### config.mk
export PLATFORM = sky130hd
export DESIGN_NAME = clock_set_ctrl
export DESIGN_NICKNAME = d
export VERILOG_FILES = /design/src/rtl/clock_pkg.sv /design/src/rtl/key_debounce.sv /design/src/rtl/clock_set_ctrl.sv
export SDC_FILE = /design/constraint.sdc
export NUM_CORES = 1
export LEC_CHECK = 0
export ABC_CLOCK_PERIOD_IN_PS = 3550
export CELL_PAD_IN_SITES_DETAIL_PLACEMENT = 0
export CELL_PAD_IN_SITES_GLOBAL_PLACEMENT = 1
export CORE_MARGIN = 10
export CORE_UTILIZATION = 40
export CTS_CLUSTER_DIAMETER = 50
export DETAILED_ROUTE_END_ITERATION = 6
export PLACE_DENSITY_LB_ADDON = 0.1
export SYNTH_ARGS = -nofsm -noshare
export SYNTH_HDL_FRONTEND = slang
export SYNTH_SLANG_ARGS = --single-unit
### constraint.sdc
create_clock -name clk -period 3.55 [get_ports clk]
set_clock_uncertainty 0.2 [all_clocks]
set_input_delay 0.5325 -clock clk [delete_from_list [all_inputs] [get_ports clk]]
set_output_delay 0.5325 -clock clk [all_outputs]
set_load 0.03 [all_outputs]
### src/rtl/clock_pkg.sv
`default_nettype none
// ============================================================================
// Module  : clock_pkg
// Purpose : Shared constants, set-mode state type and field helpers for the
//           digital clock time-set path.
// Rev     : 1.0  initial release
// ============================================================================
package clock_pkg;

  localparam logic [7:0] HOUR_MAX = 8'd23;
  localparam logic [7:0] MIN_MAX  = 8'd59;
  localparam logic [7:0] SEC_MAX  = 8'd59;

  // Byte index of each field inside the packed time word
  localparam logic [1:0] FLD_H = 2'd2;
  localparam logic [1:0] FLD_M = 2'd1;
  localparam logic [1:0] FLD_S = 2'd0;

  typedef enum logic [1:0] {RUN, SET_H, SET_M, SET_S} set_state_t;

  // Field edited in a given SET state (RUN has no active field)
  function automatic logic [1:0] field_of(set_state_t s);
    case (s)
      SET_H:   field_of = FLD_H;
      SET_M:   field_of = FLD_M;
      default: field_of = FLD_S;
    endcase
  endfunction

  function automatic logic [7:0] field_max(logic [1:0] fld);
    if (fld == FLD_H)      field_max = HOUR_MAX;
    else if (fld == FLD_M) field_max = MIN_MAX;
    else                   field_max = SEC_MAX;
  endfunction

  // One wrapping step up or down within 0..max
  function automatic logic [7:0] field_step(logic [7:0] v, logic [7:0] max, logic up);
    if (up) field_step = (v >= max) ? 8'd0 : v + 8'd1;
    else    field_step = (v == 8'd0) ? max : v - 8'd1;
  endfunction

endpackage
`default_nettype wire

### src/rtl/key_debounce.sv
`default_nettype none
// ============================================================================
// Module  : key_debounce
// Purpose : 2-flop synchroniser, stable-time debounce and press pulse for one
//           active-low push key.
// Rev     : 1.0  initial release
// ============================================================================
module key_debounce #(
  parameter int DB_CYC = 1_000_000
) (
  input  logic clk,
  input  logic rst_n,
  input  logic key_n,
  output logic level,
  output logic press
);

  localparam int              CNT_W    = (DB_CYC > 1) ? $clog2(DB_CYC) : 1;
  localparam logic [CNT_W-1:0] CNT_LAST = CNT_W'(DB_CYC - 1);

  logic [1:0]       sync_q;
  logic [CNT_W-1:0] cnt;

  // Synchronise, then accept a new level only after it persists DB_CYC cycles
  always_ff @(posedge clk or negedge rst_n) begin
    if (!rst_n) begin
      sync_q <= 2'b11;
      level  <= 1'b1;
      cnt    <= '0;
      press  <= 1'b0;
    end else begin
      sync_q <= {sync_q[0], key_n};
      press  <= 1'b0;
      if (sync_q[1] != level) begin
        if (cnt == CNT_LAST) begin
          level <= sync_q[1];
          cnt   <= '0;
          // Old level high means this update is a 1->0 transition
          press <= level;
        end else begin
          cnt <= cnt + 1'b1;
        end
      end else begin
        cnt <= '0;
      end
    end
  end

endmodule
`default_nettype wire

### src/rtl/clock_set_ctrl.sv
`default_nettype none
// ============================================================================
// Module  : clock_set_ctrl
// Purpose : Time-set controller: debounces three keys, runs the set-mode FSM,
//           edits hour/min/sec, commits via a one-cycle load strobe and drives
//           per-field blink masks.
// Options : CLOCK_SET_AUTO_REPEAT_EN - 5 Hz auto-repeat of held inc/dec keys.
// Rev     : 1.0  initial release
// ============================================================================
module clock_set_ctrl
  import clock_pkg::*;
#(
  parameter int CLK_FREQ    = 50_000_000,
  parameter int DEBOUNCE_MS = 20,
  parameter int BLINK_HZ    = 2,
  parameter int IDLE_S      = 10
) (
  input  logic        clk,
  input  logic        rst_n,
  input  logic        key_mode_n,
  input  logic        key_inc_n,
  input  logic        key_dec_n,
  input  logic [23:0] time_in,
  output logic        setting,
  output logic        load,
  output logic [23:0] time_load,
  output logic [2:0]  blink_mask
);

  localparam int DB_CYC   = CLK_FREQ / 1000 * DEBOUNCE_MS;
  localparam int HALF_CYC = CLK_FREQ / (2 * BLINK_HZ);
  localparam int IDLE_CYC = IDLE_S * CLK_FREQ;
  localparam int HALF_W   = (HALF_CYC > 1) ? $clog2(HALF_CYC) : 1;
  localparam int IDLE_W   = (IDLE_CYC > 1) ? $clog2(IDLE_CYC) : 1;
  localparam logic [HALF_W-1:0] HALF_LAST = HALF_W'(HALF_CYC - 1);
  localparam logic [IDLE_W-1:0] IDLE_LAST = IDLE_W'(IDLE_CYC - 1);

  set_state_t       state;
  logic [23:0]      edit, edit_next;
  logic [IDLE_W-1:0] idle_cnt;
  logic [HALF_W-1:0] blink_cnt;
  logic             mode_lvl, inc_lvl, dec_lvl;
  logic             mode_ev, inc_ev, dec_ev;
  logic             inc_rep, dec_rep;
  logic             inc_act, dec_act, any_ev;
  logic [1:0]       fld;
  logic [2:0]       fld_bit;

  key_debounce #(.DB_CYC(DB_CYC)) u_db_mode (
    .clk(clk), .rst_n(rst_n), .key_n(key_mode_n), .level(mode_lvl), .press(mode_ev));
  key_debounce #(.DB_CYC(DB_CYC)) u_db_inc (
    .clk(clk), .rst_n(rst_n), .key_n(key_inc_n), .level(inc_lvl), .press(inc_ev));
  key_debounce #(.DB_CYC(DB_CYC)) u_db_dec (
    .clk(clk), .rst_n(rst_n), .key_n(key_dec_n), .level(dec_lvl), .press(dec_ev));

`ifdef CLOCK_SET_AUTO_REPEAT_EN
  localparam int HOLD_CYC = CLK_FREQ;
  localparam int REP_CYC  = CLK_FREQ / 5;
  localparam int HOLD_W   = (HOLD_CYC > 1) ? $clog2(HOLD_CYC) : 1;

  logic [HOLD_W-1:0] hold_cnt;
  logic              hold_one, rep_tick;
  logic              unused_lvl;

  // Exactly one of inc/dec held while editing; both held suppresses repeat
  assign hold_one   = setting && (inc_lvl != dec_lvl);
  assign rep_tick   = hold_one && (hold_cnt == HOLD_W'(HOLD_CYC - 1));
  assign inc_rep    = rep_tick & ~inc_lvl;
  assign dec_rep    = rep_tick & ~dec_lvl;
  assign unused_lvl = mode_lvl;

  // Hold timer: first repeat after 1 s, then rewinds so repeats come every REP_CYC
  always_ff @(posedge clk or negedge rst_n) begin
    if (!rst_n)        hold_cnt <= '0;
    else if (!hold_one) hold_cnt <= '0;
    else if (rep_tick)  hold_cnt <= HOLD_W'(HOLD_CYC - REP_CYC);
    else                hold_cnt <= hold_cnt + 1'b1;
  end
`else
  logic unused_lvl;

  assign inc_rep    = 1'b0;
  assign dec_rep    = 1'b0;
  assign unused_lvl = &{mode_lvl, inc_lvl, dec_lvl};
`endif

  assign inc_act = inc_ev | inc_rep;
  assign dec_act = dec_ev | dec_rep;
  assign any_ev  = mode_ev | inc_act | dec_act;
  assign fld     = field_of(state);
  assign fld_bit = 3'b001 << fld;

  // Edit register with the active field stepped in the requested direction
  always_comb begin
    edit_next = edit;
    edit_next[{fld, 3'b000} +: 8] = field_step(edit[{fld, 3'b000} +: 8], field_max(fld), inc_act);
  end

  // Set-mode FSM with edit register, idle timeout and blink phase
  always_ff @(posedge clk or negedge rst_n) begin
    if (!rst_n) begin
      state      <= RUN;
      setting    <= 1'b0;
      load       <= 1'b0;
      time_load  <= '0;
      blink_mask <= '0;
      edit       <= '0;
      idle_cnt   <= '0;
      blink_cnt  <= '0;
    end else begin
      load <= 1'b0;
      if (state == RUN) begin
        setting    <= 1'b0;
        blink_mask <= '0;
        idle_cnt   <= '0;
        blink_cnt  <= '0;
        if (mode_ev) begin
          edit    <= time_in;
          state   <= SET_H;
          setting <= 1'b1;
        end
      end else if (mode_ev) begin
        // Mode wins over any simultaneous inc/dec
        idle_cnt   <= '0;
        blink_cnt  <= '0;
        blink_mask <= '0;
        if (state == SET_S) begin
          state     <= RUN;
          setting   <= 1'b0;
          load      <= 1'b1;
          time_load <= edit;
        end else begin
          state <= (state == SET_H) ? SET_M : SET_S;
        end
      end else if (any_ev) begin
        idle_cnt   <= '0;
        blink_cnt  <= '0;
        blink_mask <= '0;
        if (inc_act != dec_act) edit <= edit_next;
      end else if (idle_cnt == IDLE_LAST) begin
        // Abandon the edit; counter resumes from its held value
        state      <= RUN;
        setting    <= 1'b0;
        blink_mask <= '0;
        idle_cnt   <= '0;
        blink_cnt  <= '0;
      end else begin
        idle_cnt <= idle_cnt + 1'b1;
        if (blink_cnt == HALF_LAST) begin
          blink_cnt  <= '0;
          blink_mask <= blink_mask ^ fld_bit;
        end else begin
          blink_cnt <= blink_cnt + 1'b1;
        end
      end
    end
  end

endmodule
`default_nettype wire

# Word level (Yosys, flattened, before mapping)
# Cells that the tools add are included.
# op_classes
addsub	8
order_cmp	1
n_eq_ne	18
shifts	4
muxes	53
n_bitwise	4
reduce_logical	14
# ops
cell	count
24-bit two-way mux	10
20-bit two-way mux	6
29-bit two-way mux	4
20-bit by 1-bit adder with 20-bit output (second input constant)	3
20-bit equality test (second input constant)	3
29-bit by 1-bit adder with 29-bit output (second input constant)	1
29-bit equality test (second input constant)	1
24-bit by 1-bit adder with 24-bit output (second input constant)	1
24-bit bitwise mux	1
24-bit equality test (second input constant)	1
8-bit two-way mux	3
8-bit by 7-bit variable shift with 24-bit output (first input constant)	1
24-bit by 6-bit indexed part select with 8-bit output	1
8-bit by 7-bit indexed part select with 24-bit output	1
1-bit two-way mux	16
3-bit two-way mux	5
2-bit two-way mux	6
3-bit AND reduction	3
8-bit by 1-bit adder with 8-bit output (second input constant)	1
8-bit greater-or-equal comparator	1
8-bit zero test	1
8-bit by 1-bit subtractor with 8-bit output (second input constant)	1
5-bit negator with 7-bit output	1
2-bit equality test (second input constant)	3
18 further kinds	27
# word_totals
reg_bits	180
input_bits	29
output_inout_bits	29
word_cells	122

# Logic depth before layout (Yosys ltp)
# Gate-level depths: netlist of the first run.
# depth
ltp_word	13
depth_mapped	13
mapped_depth_nobuf	12

# Cells and area by module
# Synthesis of the first run repeated with hierarchy kept, for this count alone.
# unflattened
hier_cells	931
area_unflattened_um2	9361.5
# by_module_without_submodules
module	n_inst	cells_each	area_per_inst_um2	seq_area_each_um2
clock_set_ctrl	1	610	5795.6	2702.6
key_debounce	3	107	1188.6	604.3

# Least setup slack after synthesis of the first run
# OpenSTA, ideal clock, no wires.
# synth_timing
path_type	reg2reg
from	register state[0]
to	register edit[3]
setup_time_ns	0.067
t_arrival_ns	2.854
required_ns	3.283
path_slack_ns	0.429
path_stages_with_launch	14
path_buffers	1
period_less_slack_ns	3.121
path_cell_list	dfrtp_1 inv_1 ha_1 buf_6 and2b_1 o2bb2ai_4 ha_1 a21oi_1 a21boi_0 a2111oi_4 nor2_2 a31o_4 a211oi_2 a221o_1
# synth_via
elab_chain_cells	13
elab_cells_between_ends	27
classes_between	add/sub: 3; order compare: 1; eq/ne: 5; shift: 3; mux: 10; reduce/logical: 5
# synth_lines
item	line	text
start: declaration	clock_set_ctrl.sv:38	set_state_t state;
start signal: assignment	clock_set_ctrl.sv:133	state <= (state == SET_H) ? SET_M : SET_S;
branches (longest 13 deep; another with 8-bit by 1-bit subtractor with 8-bit output)	n/a	
end signal: assignment	clock_set_ctrl.sv:118	edit <= time_in;
end signal: assignment	clock_set_ctrl.sv:139	if (inc_act != dec_act) edit <= edit_next;
end: declaration	clock_set_ctrl.sv:39	logic [23:0] edit, edit_next;
# Parallel ways; which one is timed is not known. The select of a mux whose other input is x is not followed.
# A chain may end at the register's enable or synchronous reset.

# Worst setup path in the final report of the first run
# layout_timing
from	register state[0]
to	register edit[22]
# The elaborated chain is that of the path after synthesis.

==> impl_metrics.csv, run 1 <==
group,metric,value,unit
outcome,outcome,"complete, no violations",
timing,worst_slack,202,ps
grt,grt_pass1_vias,6603,
critical_path,reg2reg_slack,200,ps
timing,setup_violations,0,
place,place.gp.congestion,0.890,
timing,slew_violations,0,
grt,grt_max_degree,77,
place,dpl_cell_area,9860,µm²
logic_synthesis,yosysMostFrequentCell,"dfrtp_1",
worst_hold_path,hp-class,"reg -> reg",
clocking,cts_tree,"yes",
logic_synthesis,avgSynthCellArea,10.4,µm²
power,p_per_area,388,nW/µm²
logic_synthesis,ys_top_cells_by_area,"dfrtp_1, xor2_1, nor2_1",
logic_synthesis,synth_nets,907,
critical_path,path_max_fanout,8,
place,dpl.hpwl,15200,µm
power,ir_drop,300,µV
logic_synthesis,synth-compound-area-share,7.51,%
timing,fmax,299,MHz
grt,grt_pass1_wl,34800,µm
finish,design_area,10500,µm²
logic_synthesis,synth_top_area_share,47.9,%
clocking,clk_pin_slew,70,ps
drt,drt-wirelength-per-cell,17.2,µm
grt,grt_overflow_total,0,
logic_synthesis,postSynthCellCount,860,
logic_synthesis,synth_edf_count,0,
critical_path,cp.required,3670,ps
grt,antenna_found_initial,0,
logic_synthesis,synth_top_family_by_area,"simple AND/OR/NAND/NOR gates",
finish,diodes,0,
critical_path,start_kind,"flop",
timing,hold_viol,0,
floorplanning,chipHeight,169,µm
drt,avgViaCountPerCell,5.23,
floorplanning,fp.dieW,169,µm
drt,drc,0,
run,cap_viol_max_count,0,
clocking,clock_sinks,180,
place,port_buffers,57,
logic_synthesis,synthXorXnorAreaFrac,10.8,%
timing,slew-limit-headroom,49.9,%
drt,first_iter_violations,390,
logic_synthesis,ys_top_cells_by_count,"dfrtp_1, nor2_1, xor2_1",
timing,rsz0062_at_grt,"no",
clocking,cts_buffers,17,
logic_synthesis,synthArstFlopShare,100,%
logic_synthesis,synth_warnings,0,
floorplanning,rows,54,
timing,period_share,94.3,%
power,p_leak,4.44,nW
logic_synthesis,netlist_area,8930,µm²
logic_synthesis,synth_simple_gate_area_share,21.7,%
logic_synthesis,synthFlopType,"dfrtp_1",
clocking,clockBufferDepth,2,
finish,drive_gt1_share,11.8,%
clocking,cts_root_buf,"clkbuf_16",
logic_synthesis,synth.area.mux_share,4.79,%
floorplanning,ios,58,
drt,drt_pass1_iterations,4,
logic_synthesis,synth_cell_types,61,
logic_synthesis,synth_top_area_cell,"dfrtp_1",
finish,syn_to_final_growth,17.7,%
drt,postRouteAntennaNets,0,
clocking,cts_htree_levels,4,
place,dp_slack,75.8,ps
logic_synthesis,ys_seq_elements,180,
timing,max_slew.worst_pin.slew,752,ps
drt,wirelength,20900,µm
logic_synthesis,synthAdderAreaFrac,2.52,%
floorplanning,core-area,21900,µm²
floorplanning,start_util,40.8,%
critical_path,path_class,"reg -> reg",
finish,fillerInstances,2030,
finish,layout.nets,974,
floorplanning,die_area,28700,µm²
timing,period_minus_slack,3350,ps
logic_synthesis,ys_seq_area_share,50.6,%
drt,num_vias,6379,
clocking,clock_latency,440,ps
critical_path,crit_arrival,3470,ps
critical_path,crit_path_end_kind,"flop",
grt,grtUsageTotal,14.9,%
timing,finalSetupTns,0,ps
-- state kept, by name (all words and copies together) (netlist names), 3 cells and up --
| signal | flops |
|---|---|
| u_db_mode.cnt | 20 |
| blink_mask | 3 |
| u_db_inc.cnt | 20 |
| edit | 24 |
| blink_cnt | 24 |
| u_db_dec.cnt | 20 |
| idle_cnt | 29 |
| time_load | 24 |
-- layer usage --
metal | global-route usage [%] | up-vias | wire [µm] | share of wire (%)
li1 | - | 3110 | - | -
met1 | 20.2 | 3151 | 10300 | 49
met2 | 23.6 | 101 | 9730 | 46
met3 | 2.94 | 17 | 658 | 3.1
met4 | 4.43 | 0 | 301 | 1.4
met5 | 0 | - | 0 | 0
-- worst max-delay path, cell delays in order (launching register included) --
cell,delay [ps]
dfrtp_2,460
inv_1,140
ha_2,250
buf_4,230
mux2i_2,280
o2bb2ai_2,160
inv_1,100
ha_1,180
nor3b_2,230
or3b_1,380
xor2_1,180
o22ai_2,120
a221o_1,330
-- cell usage in the layout, fill, tap and decap left out, types with 8 or more instances in the layout --
master / count
or3_1: 10
o21ai_0: 16
nor4b_1: 8
nand4_1: 16
clkbuf_16: 17
clkdlybuf4s50_1: 56
inv_1: 21
dfrtp_1: 170
dfstp_2: 9
nor3_1: 11
xnor2_1: 43
buf_4: 13
nand2_1: 54
nor2_1: 142
nand3_1: 52
xor2_1: 67
and3_1: 42
and4_1: 9
mux2_2: 27
a21oi_1: 23
ha_1: 16
a221o_1: 12
-- through the flow --
step	cells	utilization, %	hold slack (ps)	power [mW]
3_5_place_dp	1187	45.0	153	2.22
6_report	1220	48.0	163	4.08
4_1_cts	1220	47.8	163	4.14
2_1_floorplan	860	-	36.9	2.14
3_3_place_gp	1187	45.0	146	2.22
5_1_grt	1220	48.0	168	4.24
-- cells by family after synthesis --
kind of cell / Yosys count
xor+xnor: 110
fa+ha+maj: 18
compound gates: 82
mux: 38
simple gates: 387
buf+inv: 45
flops: 180
-- cell type report --
cell class	instances	area [µm²]	area share, %
Timing Repair Buffer	72	699	6.65
Multi-Input combinational cell	635	4270	40.6
Tap cell	280	350	3.33
Clock inverter	15	171	1.63
Clock buffer	17	425	4.05
Inverter	21	78.8	0.750
Sequential cell	180	4520	43.0
-- path summary, 6_finish.rpt --
| check | startpoint | to | cells past startpoint |
|---|---|---|---|
| min in group asynchronous | rst_n | u_db_dec.cnt[15]$_DFF_PN0_ | 2 |
| setup reg to reg | state[0]$_DFFE_PN0P_ | edit[22]$_DFFE_PN0P_ | 12 |
| hold reg to reg | u_db_dec.sync_q[0]$_DFF_PN1_ | u_db_dec.sync_q[1]$_DFF_PN1_ | 0 |
| max in group asynchronous | rst_n | u_db_mode.sync_q[1]$_DFF_PN1_ | 3 |
| hold / removal | u_db_dec.sync_q[0]$_DFF_PN1_ | u_db_dec.sync_q[1]$_DFF_PN1_ | 0 |
| setup / recovery | state[0]$_DFFE_PN0P_ | edit[22]$_DFFE_PN0P_ | 12 |
-- power by group --
part           internal, mW  switching (mW)  total, mW
registers              2.06          0.0113       2.08
clock network          1.00           0.896       1.90
logic                0.0410          0.0636      0.105
-- what timing repair did --
item	CTS	global route
endpoints found under the hold margin	69	0
hold buffers	1	0
setup buffers	0	0
resized for setup	0	10
setup endpoints to repair	0	19
Note: power is estimated with default switching activity, not from simulation.
==> inputs of run 2 (changes only) <==
CORE_UTILIZATION = 38   (was 40)
==> impl_metrics.csv, run 2 (synthesis gave the netlist of run 1 again) <==
group,metric,value,unit
outcome,outcome,"complete, no violations",
finish,syn_to_final_growth,17.6,%
timing,period_share,94.2,%
timing,timing.hold.ws,156,ps
finish,top_register,"idle_cnt",
power,p_leak,4.44,nW
timing,max_slew.worst_pin.slew,925,ps
timing,period_minus_slack,3340,ps
drt,drt-wirelength-per-cell,16.9,µm
timing,slew_violations,0,
run,cap_viol_max_count,0,
finish,seqCellArea,4520,µm²
clocking,clk_pin_slew,70,ps
grt,grtUsageTotal,14.5,%
drt,drt_pass1_iterations,4,
critical_path,startpoint,"state[0]$_DFFE_PN0P_",
critical_path,worstPathCellList,"inv_1 > ha_1 > buf_4 > mux2i_1 > o21ai_4 > ha_1 > a21boi_1 > a2111oi_4 > nor2_2 > a221oi_2 > o31ai_1 > o22ai_1",
timing,finalSetupTns,0,ps
finish,largest_reg_flops,29,
clocking,clock_latency,430,ps
drt,postRouteAntennaNets,0,
critical_path,start_kind,"flop",
finish,design_area,10500,µm²
timing,fmax,299,MHz
power,ir_drop,290,µV
place,dp.cells,1221,
floorplanning,core-area,23300,µm²
place,place.gp.congestion,0.912,
drt,num_vias,6427,
clocking,clockBufferDepth,2,
clocking,cts_htree_levels,4,
finish,layout.cells.non_filler,1254,
grt,grt_pass1_vias,6692,
finish,multi_input_area,4250,µm²
drt,avgViaCountPerCell,5.13,
place,port_buffers,57,
critical_path,crit_slowest_cell,"dfrtp_2",
grt,grt_pass1_wl,35800,µm
clocking,cts_tree,"yes",
grt,grt_overflow_total,0,
drt,wirelength,21200,µm
place,dpl_cell_area,9870,µm²
floorplanning,ios,58,
grt,antenna_found_initial,0,
critical_path,cp.required,3700,ps
finish,drive_gt1_share,10.9,%
clocking,cts_buffers,17,
critical_path,crit_arrival,3490,ps
worst_hold_path,min_from,"u_db_mode.sync_q[0]$_DFF_PN1_",
critical_path,crit_path_end_kind,"flop",
finish,fillerInstances,2206,
finish,layout.nets,969,
floorplanning,start_util,38.3,%
timing,rsz0062_at_grt,"no",
critical_path,r2r-start,"state[0]$_DFFE_PN0P_",
critical_path,path_class,"reg -> reg",
drt,drc,0,
floorplanning,die_area,30000,µm²
finish,layout_common_cells,"dfrtp_1, nor2_1, xor2_1",
finish,diodes,0,
timing,hold_viol,0,
grt,grt_max_degree,112,
timing,setup_violations,0,
critical_path,critical_path.most_common_cell,"ha_1",
power,p_per_area,390,nW/µm²
floorplanning,fp.dieW,173,µm
timing,slew-limit-headroom,37.7,%
floorplanning,rows,56,
critical_path,path_max_fanout,7,
clocking,clock_sinks,180,
finish,final_common_cell,"dfrtp_1",
floorplanning,chipHeight,173,µm
critical_path,critPathMaxStageDelay,460,ps
drt,first_iter_violations,310,
clocking,cts_root_buf,"clkbuf_16",
place,dpl.hpwl,15100,µm
worst_hold_path,hp-class,"reg -> reg",
-- run 2: metrics by stage --
step	total power [mW]	setup WS (ps)	utilization, %
after floorplan	2.14	429	-
after global placement	2.22	179	42.3
after detailed placement	2.22	112	42.3
after CTS	4.16	70.9	44.9
after global routing	4.25	18.8	45.0
final	4.09	207	45.0
-- run 2: worst paths after layout --
check                                                     end  slack, ps  depth (start not counted)
min in group asynchronous          u_db_dec.cnt[18]$_DFF_PN0_        330                          2
worst max-delay path                      edit[2]$_DFFE_PN0P_        210                         12
worst max register to register            edit[2]$_DFFE_PN0P_        210                         12
worst min-delay path            u_db_mode.sync_q[1]$_DFF_PN1_        160                          0
max in group asynchronous             blink_cnt[20]$_DFF_PN0_       1930                          3
worst min register to register  u_db_mode.sync_q[1]$_DFF_PN1_        160                          0
-- run 2: worst max-delay path: cells and delay by family (launching register included) --
kind            cells  cell delay [ps]
buf+inv             2              330
flops               1              460
fa+ha+maj           2              480
mux                 1              320
compound gates      6             1370
simple gates        1              110
-- run 2: timing repair --
item,in CTS,in global routing
resized for setup,0,6
endpoints found under the setup margin,0,18
hold buffers,1,0
endpoints found under the hold margin,24,0
buffers inserted,0,0
-- run 2: power breakdown --
part | switching [mW] | internal [mW] | total, mW
clock | 0.842 | 1.07 | 1.91
sequential | 0.0106 | 2.06 | 2.08
combinational | 0.0639 | 0.0405 | 0.104
-- run 2: per-layer routing --
metal	global-route usage [%]	vias up	wire (µm)	share of wire, %
met5	0	-	0	0
met4	5.14	0	452	2.1
met2	23.4	104	10100	48
met3	2.66	29	667	3.1
li1	-	3102	-	-
met1	19.1	3192	10000	47
-- run 2: cell type report --
type	instances	share of cell area (%)
Clock buffer	19	4.22
Clock inverter	13	1.41
Inverter	21	0.751
Multi-Input combinational cell	635	40.5
Sequential cell	180	43.0
Tap cell	319	3.80
Timing Repair Buffer	67	6.30
==> inputs of run 3 (changes only) <==
==> constraint.sdc (replaced) <==
create_clock -name clk -period 3.55 [get_ports clk]
set_clock_uncertainty 0.2 [all_clocks]
set_input_delay 0.71 -clock clk [delete_from_list [all_inputs] [get_ports clk]]
set_output_delay 0.71 -clock clk [all_outputs]
set_load 0.03 [all_outputs]
==> impl_metrics.csv, run 3 (synthesis gave the netlist of run 1 again) <==
group,metric,value,unit
place,place.gp.congestion,0.869,
outcome,outcome,"complete, no violations",
floorplanning,core-area,23300,µm²
critical_path,path_class,"reg -> reg",
grt,grtUsageTotal,14.8,%
power,p_leak,4.41,nW
drt,top_layer_used,"met4",
grt,grt_overflow_total,0,
place,dpl.hpwl,15500,µm
finish,layout.nets,970,
timing,max_slew.worst_pin.slew,956,ps
clocking,clk_pin_slew,70,ps
timing,hold_viol,0,
drt,drc,0,
floorplanning,rows,56,
grt,grt_pass1_wl,36400,µm
clocking,cts_buffers,17,
power,ir_drop,259,µV
clocking,clock_latency,430,ps
finish,multi_input_area,4250,µm²
floorplanning,chipHeight,173,µm
drt,wl_met1,10100,µm
floorplanning,die_area,30000,µm²
clocking,clockBufferDepth,2,
finish,layout_common_cells,"dfrtp_1, nor2_1, xor2_1",
timing,fmax,300,MHz
finish,diodes,0,
floorplanning,ios,58,
timing,timing.hold.ws,79.6,ps
critical_path,r2r-start,"state[1]$_DFFE_PN0P_",
drt,dr_wl_met2,10600,µm
finish,seqCellArea,4520,µm²
grt,grt_max_degree,65,
timing,rsz0062_at_grt,"no",
finish,syn_to_final_growth,17.3,%
drt,avgViaCountPerCell,5.07,
place,port_buffers,57,
critical_path,reg2reg_slack,220,ps
finish,largest_reg_flops,29,
drt,drt-wirelength-per-cell,17.1,µm
critical_path,path_max_fanout,8,
timing,slew_violations,0,
clocking,cts_tree,"yes",
timing,setup_violations,0,
timing,period_share,93.9,%
finish,design_area,10500,µm²
place,dp.cells,1223,
clocking,postCtsHoldBufs,0,
finish,top_register,"idle_cnt",
clocking,cts_htree_levels,4,
finish,fillerInstances,2206,
grt,grt_pass1_vias,6738,
worst_hold_path,hp-class,"in -> async",
drt,route.met3.wl,592,µm
finish,final_common_cell,"dfrtp_1",
floorplanning,fp.dieW,173,µm
finish,layout.cells.non_filler,1255,
clocking,cts_root_buf,"clkbuf_16",
drt,first_iter_violations,399,
drt,drt_pass1_iterations,4,
place,dpl_cell_area,9900,µm²
timing,finalSetupTns,0,ps
critical_path,start_kind,"flop",
critical_path,cp.required,3690,ps
clocking,clock_sinks,180,
drt,wirelength,21500,µm
run,cap_viol_max_count,0,
timing,slew-limit-headroom,36.3,%
drt,postRouteAntennaNets,0,
finish,drive_gt1_share,10.9,%
critical_path,crit_arrival,3470,ps
critical_path,startpoint,"state[1]$_DFFE_PN0P_",
timing,period_minus_slack,3330,ps
floorplanning,start_util,38.3,%
power,p_per_area,379,nW/µm²
grt,antenna_found_initial,0,
drt,num_vias,6367,
critical_path,crit_path_end_kind,"flop",
run 3: cell count changes in the layout (fill, tap and decap cells not counted), moves of 2 or more:
cell	before	now
bufinv_16	2	0
clkbuf_8	1	3
clkinvlp_4	0	3
clkbuf_1	1	3
inv_6	4	1
ha_2	0	2
clkinv_2	3	1
run 3: worst paths after layout:
check | cells after the start | endpoint
hold / removal | 1 | u_db_dec.cnt[7]$_DFF_PN0_
setup / recovery | 12 | edit[2]$_DFFE_PN0P_
min in group clk | 0 | u_db_dec.sync_q[1]$_DFF_PN1_
hold reg to reg | 0 | u_db_dec.sync_q[1]$_DFF_PN1_
max in group asynchronous | 2 | u_db_mode.sync_q[0]$_DFF_PN1_
setup reg to reg | 12 | edit[2]$_DFFE_PN0P_
run 3: worst max-delay path, stage by stage (launching register included):
cell	delay (ps)
dfrtp_1	440
inv_1	140
ha_2	290
buf_4	220
nand3b_1	140
o21ai_4	150
ha_1	290
a21boi_1	160
a2111oi_4	420
nor2_2	110
a221oi_2	250
o31ai_1	200
o22ai_1	230
run 3: layout make-up:
cell class                 count  area share [%]
clock buffer                  23            4.56
clock inverter                 9           0.705
inverter                      21           0.753
multi-input combinational    635            40.6
sequential                   180            43.1
tap                          319            3.81
timing repair buffer          68            6.49
run 3: repair_timing:
action                                 4_1_cts  5_1_grt
setup buffers                                0        0
endpoints found under the hold margin        0        0
gates resized for setup                      0        6
setup endpoints to repair                    0       15
run 3: where the power goes:
group | total (mW) | internal, mW | switching (mW)
Combinational | 0.107 | 0.0420 | 0.0647
Clock | 1.79 | 0.963 | 0.824
Sequential | 2.08 | 2.06 | 0.0106
Total | 3.97 | 3.07 | 0.900
run 3: per-stage QoR:
stage,total power [mW],utilization (%),setup WS [ps]
6_report,3.97,44.9,215
5_1_grt,4.13,44.9,27.5
4_1_cts,4.04,44.8,82.9
3_5_place_dp,2.23,42.4,164
3_3_place_gp,2.22,42.4,246
2_1_floorplan,2.14,-,429
run 3: routing by layer:
layer / GRT usage, % / up-vias
met4: 3.99 / 0
met2: 24.4 / 87
li1: - / 3102
met5: 0 / -
met1: 18.9 / 3167
met3: 3.51 / 11
